## src/rtl/variable_clk_bank.sv

```systemverilog
// ---------------------------------------------------------------------------
// variable_clk_bank
//   Bank of CH programmable square-wave generators for tone/rate generation.
//   A shared prescaler produces a count-enable (ps_tick) every PRESCALE clks;
//   each channel counts ps_ticks and toggles its output every act_div steps,
//   where act_div is a shadow of div_in reloaded only at half-period ends.
//
// Ports:
//   clk      system clock, rising edge
//   rst_n    asynchronous active-low reset
//   en       [CH]        per-channel enable (0 forces channel low and idle)
//   div_in   [CH*DIV_W]  half-period divisor, channel c at [c*DIV_W +: DIV_W]
//   sync     one-cycle strobe: restarts every channel and the prescaler
//   var_clk  [CH]        divided clocks (registered)
//   tick     [CH]        one-cycle pulse in the first high cycle of var_clk
// ---------------------------------------------------------------------------

// ---------------------------------------------------------------------------
// vcb_lane
//   One divider channel.
//
// Ports:
//   clk, rst_n  clock / async active-low reset
//   en          channel enable
//   sync        realign strobe
//   ps_tick     shared count-enable from the prescaler
//   div_in      requested half-period divisor
//   var_clk     divided clock
//   tick        rising-edge pulse, coincident with the first high cycle
// ---------------------------------------------------------------------------
module vcb_lane #(
  parameter int DIV_W = 10
) (
  input  logic             clk,
  input  logic             rst_n,
  input  logic             en,
  input  logic             sync,
  input  logic             ps_tick,
  input  logic [DIV_W-1:0] div_in,
  output logic             var_clk,
  output logic             tick
);

  localparam logic [DIV_W-1:0] ONE = DIV_W'(1);

  logic [DIV_W-1:0] cnt;
  logic [DIV_W-1:0] act_div;

  // cnt only ever runs 0..act_div-1, so a full-scale divisor cannot overflow.
  always_ff @(posedge clk or negedge rst_n) begin
    if (!rst_n) begin
      cnt     <= '0;
      act_div <= '0;
      var_clk <= 1'b0;
      tick    <= 1'b0;
    end else begin
      tick <= 1'b0;
      if (!en) begin
        cnt     <= '0;
        act_div <= '0;
        var_clk <= 1'b0;
      end else if (sync) begin
        cnt     <= '0;
        act_div <= div_in;
        var_clk <= 1'b0;
      end else if (ps_tick) begin
        if (act_div == '0) begin
          // Idle: sit low and keep sampling div_in until it is nonzero.
          cnt     <= '0;
          act_div <= div_in;
          var_clk <= 1'b0;
        end else if (cnt == act_div - ONE) begin
          // Half-period boundary: the only place a new divisor takes effect.
          cnt     <= '0;
          act_div <= div_in;
          if (div_in == '0) begin
            var_clk <= 1'b0;
          end else begin
            var_clk <= ~var_clk;
            tick    <= ~var_clk;
          end
        end else begin
          cnt <= cnt + ONE;
        end
      end
    end
  end

endmodule

module variable_clk_bank #(
  parameter int CH       = 4,
  parameter int DIV_W    = 10,
  parameter int PRESCALE = 1
) (
  input  logic                clk,
  input  logic                rst_n,
  input  logic [CH-1:0]       en,
  input  logic [CH*DIV_W-1:0] div_in,
  input  logic                sync,
  output logic [CH-1:0]       var_clk,
  output logic [CH-1:0]       tick
);

  localparam int              PS_W    = (PRESCALE > 1) ? $clog2(PRESCALE) : 1;
  localparam logic [PS_W-1:0] PS_LAST = PS_W'(PRESCALE - 1);
  localparam logic            PS_ONE  = (PRESCALE == 1);

  logic [PS_W-1:0]            ps_cnt;
  logic                       ps_tick;
  logic [CH-1:0][DIV_W-1:0]   div_arr;

  assign div_arr = div_in;

  // Registered count-enable, high one cycle in every PRESCALE. With
  // PRESCALE=1 the counter never leaves 0 and ps_tick stays high after
  // the first edge out of reset.
  always_ff @(posedge clk or negedge rst_n) begin
    if (!rst_n) begin
      ps_cnt  <= '0;
      ps_tick <= 1'b0;
    end else if (sync) begin
      ps_cnt  <= '0;
      ps_tick <= PS_ONE;
    end else begin
      ps_cnt  <= (ps_cnt == PS_LAST) ? '0 : ps_cnt + PS_W'(1);
      ps_tick <= (ps_cnt == PS_LAST);
    end
  end

  for (genvar c = 0; c < CH; c++) begin : g_lane
    vcb_lane #(.DIV_W(DIV_W)) u_lane (
      .clk     (clk),
      .rst_n   (rst_n),
      .en      (en[c]),
      .sync    (sync),
      .ps_tick (ps_tick),
      .div_in  (div_arr[c]),
      .var_clk (var_clk[c]),
      .tick    (tick[c])
    );
  end

endmodule

```

## config.mk

```make
export PLATFORM = sky130hd
export DESIGN_NAME = variable_clk_bank
export DESIGN_NICKNAME = d
export VERILOG_FILES = /design/src/rtl/variable_clk_bank.sv
export SDC_FILE = /design/constraint.sdc
export NUM_CORES = 1
export LEC_CHECK = 0
export ABC_AREA = 1
export ABC_CLOCK_PERIOD_IN_PS = 1800
export BUFFER_PORTS_ARGS = -buffer_cell sky130_fd_sc_hd__buf_2
export CAP_MARGIN = 20
export CELL_PAD_IN_SITES_DETAIL_PLACEMENT = 1
export CELL_PAD_IN_SITES_GLOBAL_PLACEMENT = 1
export CORE_MARGIN = 8
export CORE_UTILIZATION = 41
export CTS_BUF_LIST = sky130_fd_sc_hd__clkbuf_2
export CTS_CLUSTER_DIAMETER = 150
export DETAILED_ROUTE_END_ITERATION = 7
export GPL_TIMING_DRIVEN = 1
export PLACE_DENSITY_LB_ADDON = 0.1
export SYNTH_ARGS = -nofsm -noshare
export SYNTH_HDL_FRONTEND = slang
export SYNTH_SLANG_ARGS = --single-unit
```

## constraint.sdc

```tcl
create_clock -name clk -period 1.8 [get_ports clk]
set_input_delay 0.36 -clock clk [delete_from_list [all_inputs] [get_ports clk]]
set_output_delay 0.36 -clock clk [all_outputs]
set_load 0.01 [all_outputs]
```

==> impl_metrics.json, run 1 <==
{
  "outcome": "finished, violations left",
  "violations": "negative setup slack",
  "min-delay-start": "div_in[23]",
  "fin_nets": 1068,
  "die_area_sq_um": 19000,
  "viasPerCell": 5.04,
  "fmax_mhz": 499,
  "clk_pin_slew_worst_paths_ns": 0.26,
  "startpoint_type": "register",
  "antenna_found_initial": 1,
  "cts.sinks": 89,
  "holdWs_ns": 0.0305,
  "r2r_slack_ns": -0.21,
  "pre_cts_slack_ns": -0.234,
  "clk_path_buf_depth": 2,
  "r2r_cells": 14,
  "gp_congestion": 0.884,
  "first_pass_iters": 4,
  "syn_area_sq_um": 6100,
  "switching_power_mw": 1.97,
  "port-buffer-count": 54,
  "period_minus_slack_ns": 2.01,
  "setup_violations": 86,
  "rows": 44,
  "cp_max_fo": 8,
  "synth-compound-area-share_pct": 4.78,
  "power.internal_mw": 3.16,
  "worst_slack_ns": -0.206,
  "drt_iter0_drc": 249,
  "synthMuxAreaShare_pct": 0,
  "finClkSkew_ns": 0.0158,
  "synth_top_area_share_pct": 36.5,
  "cts-root-buf": "clkbuf_2",
  "p_clk_share_pct": 21.8,
  "ys_ff_latch": 89,
  "critPathRequiredTime_ns": 2.37,
  "finalHoldViolCount": 0,
  "cts_tree": "yes",
  "cts_buffers": 9,
  "timing.rr.end": "g_lane[0].u_lane.act_div[5]$_DFFE_PN0P_",
  "htreeDepth": 3,
  "grt_overflow": 0,
  "synth_area_leaders": "dfrtp_1, nand2_1, inv_1",
  "dp.final_hpwl_um": 13700,
  "drive_above_1_share_pct": 30.2,
  "syn_nets": 939,
  "yosys.area.top_type": "dfrtp_1",
  "switching_share_pct": 38.4,
  "r2r_start": "g_lane[0].u_lane.act_div[0]$_DFFE_PN0P_",
  "finalCritPeriodShare_pct": 111,
  "worstPathArrival_ns": 2.58,
  "yosys_warnings": 0,
  "synthAdderAreaFrac_pct": 1.64,
  "max-vdd-ir-drop_mv": 0.386,
  "p_seq_share_pct": 43.8,
  "rsz0062_at_grt": "yes",
  "clock_latency_ns": 0.62,
  "crit_type": "reg -> reg",
  "grt_max_degree": 53,
  "grt_pass1_vias": 6651,
  "total_power_mw": 5.13,
  "wl_um": 19400,
  "end_kind": "register",
  "synthToLayoutAreaGrowth_pct": 30.7,
  "drv_slew": 0,
  "start_util_pct": 42.0,
  "min_to": "g_lane[2].u_lane.act_div[3]$_DFFE_PN0P_",
  "min_delay_path_depth": 4,
  "p_leak_nw": 4.04,
  "ys_seq_area_share_pct": 36.5,
  "fp.dieH_um": 138,
  "synth_cells": 884,
  "core-area_sq_um": 14500,
  "p_per_area_nw_per_um2": 643,
  "grt_first_pass_wirelength_um": 31400,
  "io_pins": 55,
  "p_comb_share_pct": 34.4,
  "worstHoldPathType": "in -> reg",
  "drc": 0,
  "wire_per_inst_um": 16.2,
  "synth-simple-area-share_pct": 40.2,
  "synth_top_family_by_area": "simple AND/OR/NAND/NOR gates",
  "synth-xor-area-share_pct": 6.17,
  "cap_violations": 0,
  "die_w_um": 138,
  "syn_avg_cell_area_sq_um": 6.90,
  "antenna_left": 0,
  "via_count": 6063,
  "gr-usage-all-layers_pct": 20.6,
  "netlist-cell-type-count": 35
}
-- Yosys cell counts (all sizes together) --
master and instances:
and3b 2, nor3 3, a21oi 27, a31oi 2
xor2 35, dfrtp 89, clkbuf 11, inv 115
nand3 67, ha 8, or2 5, and2 3
nor4 7, o21bai 6, xnor2 8, nor2 100
nand2 323, buf 19, nand3b 22, conb 1
o21ai 13, nand4 15, o22ai 3
-- placed cells by master (no fill, tap or decap), types with 23 or more instances in the layout --
cell and count:
inv_1 98, nor2_1 73, buf_2 53, a21oi_2 23
xor2_1 34, dfrtp_1 89, nand2_1 293, nand3_2 33
nand3_1 31, buf_4 62
-- power groups by stage --
stage	logic [mW]	clock network, mW	registers [mW]
3_3_place_gp	1.33	0	2.26
5_1_grt	1.95	1.21	2.26
3_5_place_dp	1.39	0	2.27
2_1_floorplan	0.914	0	2.24
4_1_cts	1.59	1.14	2.24
6_report	1.76	1.12	2.25
-- flip-flops by register name (all words and copies together) (netlist names) --
register and flops:
g_lane.u_lane.act_div 40, g_lane.u_lane.cnt 40, ps_tick 1, g_lane.u_lane.var_clk 4, g_lane.u_lane.tick 4
-- worst max-delay path by stage --
| stage | startpoint | endpoint | slack [ns] | cells after the start |
|---|---|---|---|---|
| after floorplan | g_lane[0].u_lane.act_div[0]$_DFFE_PN0P_ | g_lane[0].u_lane.act_div[3]$_DFFE_PN0P_ | 0.01 | 14 |
| after global placement | g_lane[3].u_lane.act_div[1]$_DFFE_PN0P_ | g_lane[3].u_lane.act_div[0]$_DFFE_PN0P_ | -0.10 | 13 |
| after detailed placement | g_lane[1].u_lane.act_div[1]$_DFFE_PN0P_ | g_lane[1].u_lane.cnt[9]$_DFFE_PN0P_ | -0.23 | 12 |
| after CTS | g_lane[3].u_lane.act_div[1]$_DFFE_PN0P_ | g_lane[3].u_lane.act_div[7]$_DFFE_PN0P_ | -0.15 | 14 |
| after global routing | g_lane[0].u_lane.act_div[0]$_DFFE_PN0P_ | g_lane[0].u_lane.act_div[0]$_DFFE_PN0P_ | -0.33 | 14 |
| final | g_lane[0].u_lane.act_div[0]$_DFFE_PN0P_ | g_lane[0].u_lane.act_div[5]$_DFFE_PN0P_ | -0.21 | 14 |
-- worst max-delay path, cell delays in order, from the launching register on --
cell and delay (ns):
dfrtp_1 0.46, inv_2 0.09, ha_4 0.21, nand2_1 0.10
nand2_2 0.06, nor2_2 0.08, nand2_1 0.05, nor2_1 0.12
nand2_1 0.06, nor2_1 0.13, nand3_2 0.13, nand2_4 0.16
clkbuf_16 0.19, nand3_2 0.06, nand2_1 0.07
-- layer usage --
layer	routed length, um	track usage [%]	up-vias
met2	10000	37.0	84
met5	0	0	-
met4	374	6.57	0
met3	496	2.72	27
met1	8520	24.8	2958
li1	-	-	2994
-- cell type report --
type | count | area (sq um)
repair buffers | 147 | 1150
clock inverters | 7 | 68.8
inverters | 115 | 434
multi-input cells | 651 | 3820
clock buffers | 9 | 45.0
flip-flops and latches | 89 | 2230
fillers | 1863 | 6560
well taps | 184 | 230
diodes | 1 | 2.50
-- through the flow --
stage / utilization [%] / cells / cell area [sq um] / setup TNS [ns]
floorplan: - / 884 / 6110 / 0
global placement: 47.5 / 1156 / 6910 / -3.61
detailed placement: 47.5 / 1156 / 6910 / -11.81
CTS: 52.5 / 1196 / 7630 / -6.90
global route: 54.9 / 1203 / 7980 / -20.71
finish: 54.9 / 1203 / 7980 / -10.71
-- repair_timing --
| item | CTS | global route |
|---|---|---|
| hold buffers | 13 | 0 |
| pin swaps | 37 | 49 |
| gates resized for setup | 107 | 60 |
| endpoints found under the hold margin | 99 | 0 |
| setup buffers | 7 | 5 |
| setup endpoints to repair | 87 | 88 |
| gates cloned | 4 | 2 |
-- kinds of logic after synthesis --
group / after synthesis
buffers and inverters: 145
other: 1
adders and majority gates: 8
DFF: 89
xor gates and xnor gates: 43
and+or+nand+nor: 547
AOI/OAI and AO/OA: 51
Power figures use the tool's default switching activity.
==> run 2: changes to the inputs <==
CORE_ASPECT_RATIO = 1.75   (was default)
==> impl_metrics.json, run 2 (same netlist as run 1, synthesis figures left out) <==
{
  "outcome": "finished, violations left",
  "violations": "negative setup slack",
  "gp_congestion": 0.874,
  "clk_pin_slew_worst_paths_ns": 0.24,
  "layout_common_cells": "nand2_1, inv_1, dfrtp_1",
  "worstPathArrival_ns": 2.50,
  "path_depth": 15,
  "total_power_mw": 4.90,
  "core-area_sq_um": 14700,
  "fp.dieH_um": 177,
  "p_seq_share_pct": 46.0,
  "cts.sinks": 89,
  "cts-root-buf": "clkbuf_2",
  "finalHoldViolCount": 0,
  "drive_above_1_share_pct": 33.2,
  "cp_max_fo": 7,
  "die_area_sq_um": 19200,
  "period_minus_slack_ns": 1.97,
  "cp_slowest_stage_delay_ns": 0.43,
  "worst_slack_ns": -0.174,
  "cts_tree": "yes",
  "drc": 0,
  "wire_per_inst_um": 15.6,
  "r2r_cells": 15,
  "grt_max_degree": 27,
  "fin_nets": 1066,
  "grt_pass1_vias": 6635,
  "min_delay_path_depth": 4,
  "dp.final_hpwl_um": 14200,
  "grt_first_pass_wirelength_um": 30400,
  "fillers": 1896,
  "htreeDepth": 3,
  "switching_share_pct": 38.1,
  "drt_iter0_drc": 132,
  "fmax_mhz": 506,
  "critPathRequiredTime_ns": 2.32,
  "largestRegisters": "g_lane.u_lane.act_div (40), g_lane.u_lane.cnt (40)",
  "viasPerCell": 5.13,
  "clock_latency_ns": 0.58,
  "antenna_found_initial": 1,
  "p_leak_nw": 4.06,
  "startpoint_type": "register",
  "rsz0062_at_grt": "yes",
  "port-buffer-count": 54,
  "start_util_pct": 41.5,
  "finClkSkew_ns": 0.0238,
  "die_w_um": 108,
  "worstHoldPathType": "in -> reg",
  "p_per_area_nw_per_um2": 613,
  "rows": 59,
  "synthToLayoutAreaGrowth_pct": 31.1,
  "antenna_left": 0,
  "io_pins": 55,
  "cp_top_family": "simple AND/OR/NAND/NOR gates",
  "clk_path_buf_depth": 2,
  "final_common_cell": "nand2_1",
  "finalCritPeriodShare_pct": 110,
  "slowest_stage": "dfrtp_1",
  "setup_violations": 84,
  "pre_cts_slack_ns": -0.240,
  "cap_violations": 0,
  "max-vdd-ir-drop_mv": 0.382,
  "gr-usage-all-layers_pct": 19.7,
  "wl_um": 18700,
  "cp_cell_sequence": "inv_2, ha_4, inv_2, nand2_2, nand2_2, nor2_2, nand2_1, nor2_1, nand2_1, nor2_2, nand3_2, nand2_4, buf_6, nand3_1, nand2_1",
  "p_clk_share_pct": 17.4,
  "via_count": 6145,
  "grt_overflow": 0,
  "end_kind": "register",
  "first_pass_iters": 4,
  "cts_buffers": 9,
  "cp_common_cell": "nand2_1",
  "drv_slew": 0,
  "switching_power_mw": 1.86,
  "worst-path-buf-inv": 3,
  "crit_type": "reg -> reg",
  "power.internal_mw": 3.04,
  "p_comb_share_pct": 36.7
}
-- run 2: timing repair --
item                                    CTS  global route
endpoints found under the setup margin   88            88
hold buffers                              1             0
resized for setup                       117            84
setup buffers                            11            10
endpoints found under the hold margin    65             0
pin swaps                                58            44
gates cloned                              4             3
-- run 2: metal layers --
layer  share of wire, %  global-route usage (%)  vias up  wire (um)
li1                   -                       -     2992          -
met1                 38                    20.1     3045       7160
met2                 57                    38.6       76      10700
met3                2.0                    3.49       32        376
met4                2.5                    5.53        0        461
met5                  0                       0        -          0
-- run 2: per-stage QoR --
| stage | setup TNS, ns | cells | utilization [%] | hold WS (ns) | area [sq um] |
|---|---|---|---|---|---|
| 6_report | -8.11 | 1199 | 54.5 | 0.0660 | 8000 |
| 5_1_grt | -19.55 | 1199 | 54.5 | 0.0172 | 8000 |
| 4_1_cts | -5.56 | 1188 | 51.4 | 0.0374 | 7550 |
| 3_5_place_dp | -12.42 | 1158 | 47.3 | 0.309 | 6950 |
| 3_3_place_gp | -5.34 | 1158 | 47.3 | 0.301 | 6950 |
| 2_1_floorplan | 0 | 884 | - | 0.0644 | 6110 |
-- run 2: cell type report --
type                       count  area, sq um  area share [%]
antenna                        1         2.50          0.0313
clock buffer                  10         50.0           0.626
clock inverter                 5         23.8           0.297
inverter                     115          434            5.43
multi-input combinational    653         3900            48.8
sequential                    89         2240            28.0
tap                          183          229            2.86
timing repair buffer         143         1120            14.0
-- run 2: worst min-delay path, stage by stage --
cell and delay [ns]:
buf_2 0.10, nand2_1 0.05, nand3b_1 0.09, nand2_1 0.05
-- run 2: power by group through the flow --
stage               clock network, mW  registers [mW]  logic [mW]
floorplan                           0            2.24       0.914
global placement                    0            2.26        1.34
detailed placement                  0            2.27        1.41
CTS                             0.885            2.24        1.61
global route                    0.959            2.27        1.99
finish                          0.850            2.25        1.80
-- run 2: final timing paths --
kind	startpoint	end	slack, ns
worst max-delay path	g_lane[0].u_lane.act_div[1]$_DFFE_PN0P_	g_lane[0].u_lane.var_clk$_DFFE_PN0P_	-0.17
worst min-delay path	div_in[21]	g_lane[2].u_lane.act_div[1]$_DFFE_PN0P_	0.07
worst max register to register	g_lane[0].u_lane.act_div[1]$_DFFE_PN0P_	g_lane[0].u_lane.var_clk$_DFFE_PN0P_	-0.17
worst min register to register	g_lane[0].u_lane.var_clk$_DFFE_PN0P_	g_lane[0].u_lane.var_clk$_DFFE_PN0P_	0.53
max in group asynchronous	rst_n	g_lane[3].u_lane.act_div[5]$_DFFE_PN0P_	1.02
min in group asynchronous	rst_n	g_lane[2].u_lane.act_div[2]$_DFFE_PN0P_	0.19
==> run 3: changes to the inputs <==
REMOVE_ABC_BUFFERS = 1   (was default)
==> impl_metrics.json, run 3 (same netlist as run 1, synthesis figures left out) <==
{
  "grt_pass1_vias": 6916,
  "cts_buffers": 9,
  "fmax_mhz": 492,
  "finalCritPeriodShare_pct": 113,
  "gp_congestion": 0.864,
  "rows": 59,
  "r2r_slack_ns": -0.23,
  "rsz0062_at_grt": "yes",
  "end_kind": "register",
  "drt_iter0_drc": 154,
  "crit_end": "g_lane[2].u_lane.act_div[0]$_DFFE_PN0P_",
  "finalNonFillerCells": 1208,
  "final_common_cell": "nand2_1",
  "layout_common_cells": "nand2_1, inv_1, dfrtp_1",
  "die_area_sq_um": 19200,
  "clock_latency_ns": 0.59,
  "port-buffer-count": 54,
  "drc": 0,
  "finClkSkew_ns": 0.0343,
  "start_util_pct": 41.5,
  "grt_overflow": 0,
  "r2r_cells": 14,
  "clk_pin_slew_worst_paths_ns": 0.27,
  "finalHoldViolCount": 0,
  "period_minus_slack_ns": 2.03,
  "fp.dieH_um": 177,
  "die_w_um": 108,
  "cap_violations": 0,
  "grt_max_degree": 48,
  "largestRegisters": "g_lane.u_lane.act_div (40), g_lane.u_lane.cnt (40)",
  "wl_um": 21000,
  "viasPerCell": 5.22,
  "wire_per_inst_um": 17.4,
  "worstPathArrival_ns": 2.54,
  "p_leak_nw": 4.15,
  "cts_tree": "yes",
  "startpoint": "g_lane[2].u_lane.act_div[1]$_DFFE_PN0P_",
  "max-vdd-ir-drop_mv": 0.411,
  "violations": "negative setup slack",
  "via_count": 6305,
  "dp.final_hpwl_um": 14600,
  "outcome": "finished, violations left",
  "first_pass_iters": 4,
  "drive_above_1_share_pct": 35.3,
  "synthToLayoutAreaGrowth_pct": 34.2,
  "cts-root-buf": "clkbuf_2",
  "p_per_area_nw_per_um2": 655,
  "antenna_found_initial": 1,
  "worstHoldPathType": "in -> reg",
  "fillers": 1864,
  "critPathRequiredTime_ns": 2.31,
  "gr-usage-all-layers_pct": 21.7,
  "fin_nets": 1074,
  "fin_tns_setup_ns": -13.13,
  "grt_first_pass_wirelength_um": 33100,
  "total_power_mw": 5.36,
  "antenna_left": 0,
  "core-area_sq_um": 14700,
  "drv_slew": 0,
  "cp_max_fo": 11,
  "io_pins": 55,
  "worst_slack_ns": -0.233,
  "dp.cells": 1162,
  "crit_type": "reg -> reg",
  "startpoint_type": "register",
  "htreeDepth": 3,
  "r2r_start": "g_lane[2].u_lane.act_div[1]$_DFFE_PN0P_",
  "timing.rr.end": "g_lane[2].u_lane.act_div[0]$_DFFE_PN0P_",
  "setup_violations": 88,
  "cts.sinks": 89,
  "clk_path_buf_depth": 2
}
run 3: changes by cell type in the layout (fill, tap and decap cells not counted), moves of 4 or more:
cell / before / now
nand2_1: 282 / 262
nand2_2: 31 / 48
buf_6: 16 / 12
buf_4: 63 / 73
nand3_2: 31 / 26
nor2_1: 68 / 64
nand3_1: 33 / 37
run 3: cell type report:
class	instances	area, sq um	share of cell area [%]
inverter	115	437	5.33
timing repair buffer	151	1190	14.5
multi-input combinational	653	3970	48.4
tap	183	229	2.80
antenna	1	2.50	0.0306
sequential	89	2230	27.3
clock inverter	6	82.6	1.01
clock buffer	10	50.0	0.611
run 3: report_power, final:
| part | switching, mW | total, mW | internal (mW) | leakage [nW] |
|---|---|---|---|---|
| clock | 0.750 | 1.21 | 0.459 | 0.0833 |
| sequential | 0.133 | 2.25 | 2.12 | 1.19 |
| combinational | 1.12 | 1.91 | 0.783 | 2.88 |
| total | 2.01 | 5.36 | 3.36 | 4.15 |
run 3: how the worst min path moves through the flow:
stage          startpoint                                 endpoint  slack (ns)  depth (start not counted)
6_report       div_in[34]  g_lane[3].u_lane.act_div[4]$_DFFE_PN0P_        0.05                          4
5_1_grt        div_in[33]  g_lane[3].u_lane.act_div[3]$_DFFE_PN0P_        0.03                          4
4_1_cts        div_in[32]  g_lane[3].u_lane.act_div[2]$_DFFE_PN0P_        0.02                          4
3_5_place_dp        rst_n      g_lane[2].u_lane.cnt[7]$_DFFE_PN0P_        0.35                          1
3_3_place_gp        rst_n      g_lane[2].u_lane.cnt[7]$_DFFE_PN0P_        0.34                          1
2_1_floorplan       rst_n  g_lane[0].u_lane.act_div[0]$_DFFE_PN0P_        0.06                          0
run 3: what timing repair did:
item | in CTS | in global routing
resized for setup | 129 | 94
gates cloned | 6 | 0
endpoints found under the hold margin | 30 | 0
setup buffers | 13 | 14
endpoints found under the setup margin | 88 | 88
hold buffers | 1 | 0
pin swaps | 73 | 46
run 3: metal layers:
layer	share of wire [%]	global-route usage, %
met3	2.5	2.73
met4	3.5	9.83
met5	0	0
met1	36	21.9
met2	58	42.1
run 3: per-stage QoR:
step                utilization [%]  instance area, sq um  setup WS (ns)  hold WS, ns
global placement               47.4                  6970         -0.242        0.342
global route                   55.7                  8190         -0.361       0.0310
CTS                            53.0                  7780         -0.191       0.0212
floorplan                         -                  5880         -0.337       0.0644
finish                         55.7                  8190         -0.233       0.0510
detailed placement             47.4                  6970         -0.334        0.352
run 3: worst max-delay path, cell delays in order (launching register included):
cell	delay, ns
dfrtp_1	0.47
buf_6	0.13
nor2_4	0.14
nand2_4	0.08
o21ai_1	0.15
inv_1	0.06
nor2_1	0.11
nand2_1	0.11
nor2_2	0.12
nand2_2	0.09
nand2_4	0.12
buf_12	0.12
nand2_8	0.09
nand2_1	0.09
nand2_1	0.06
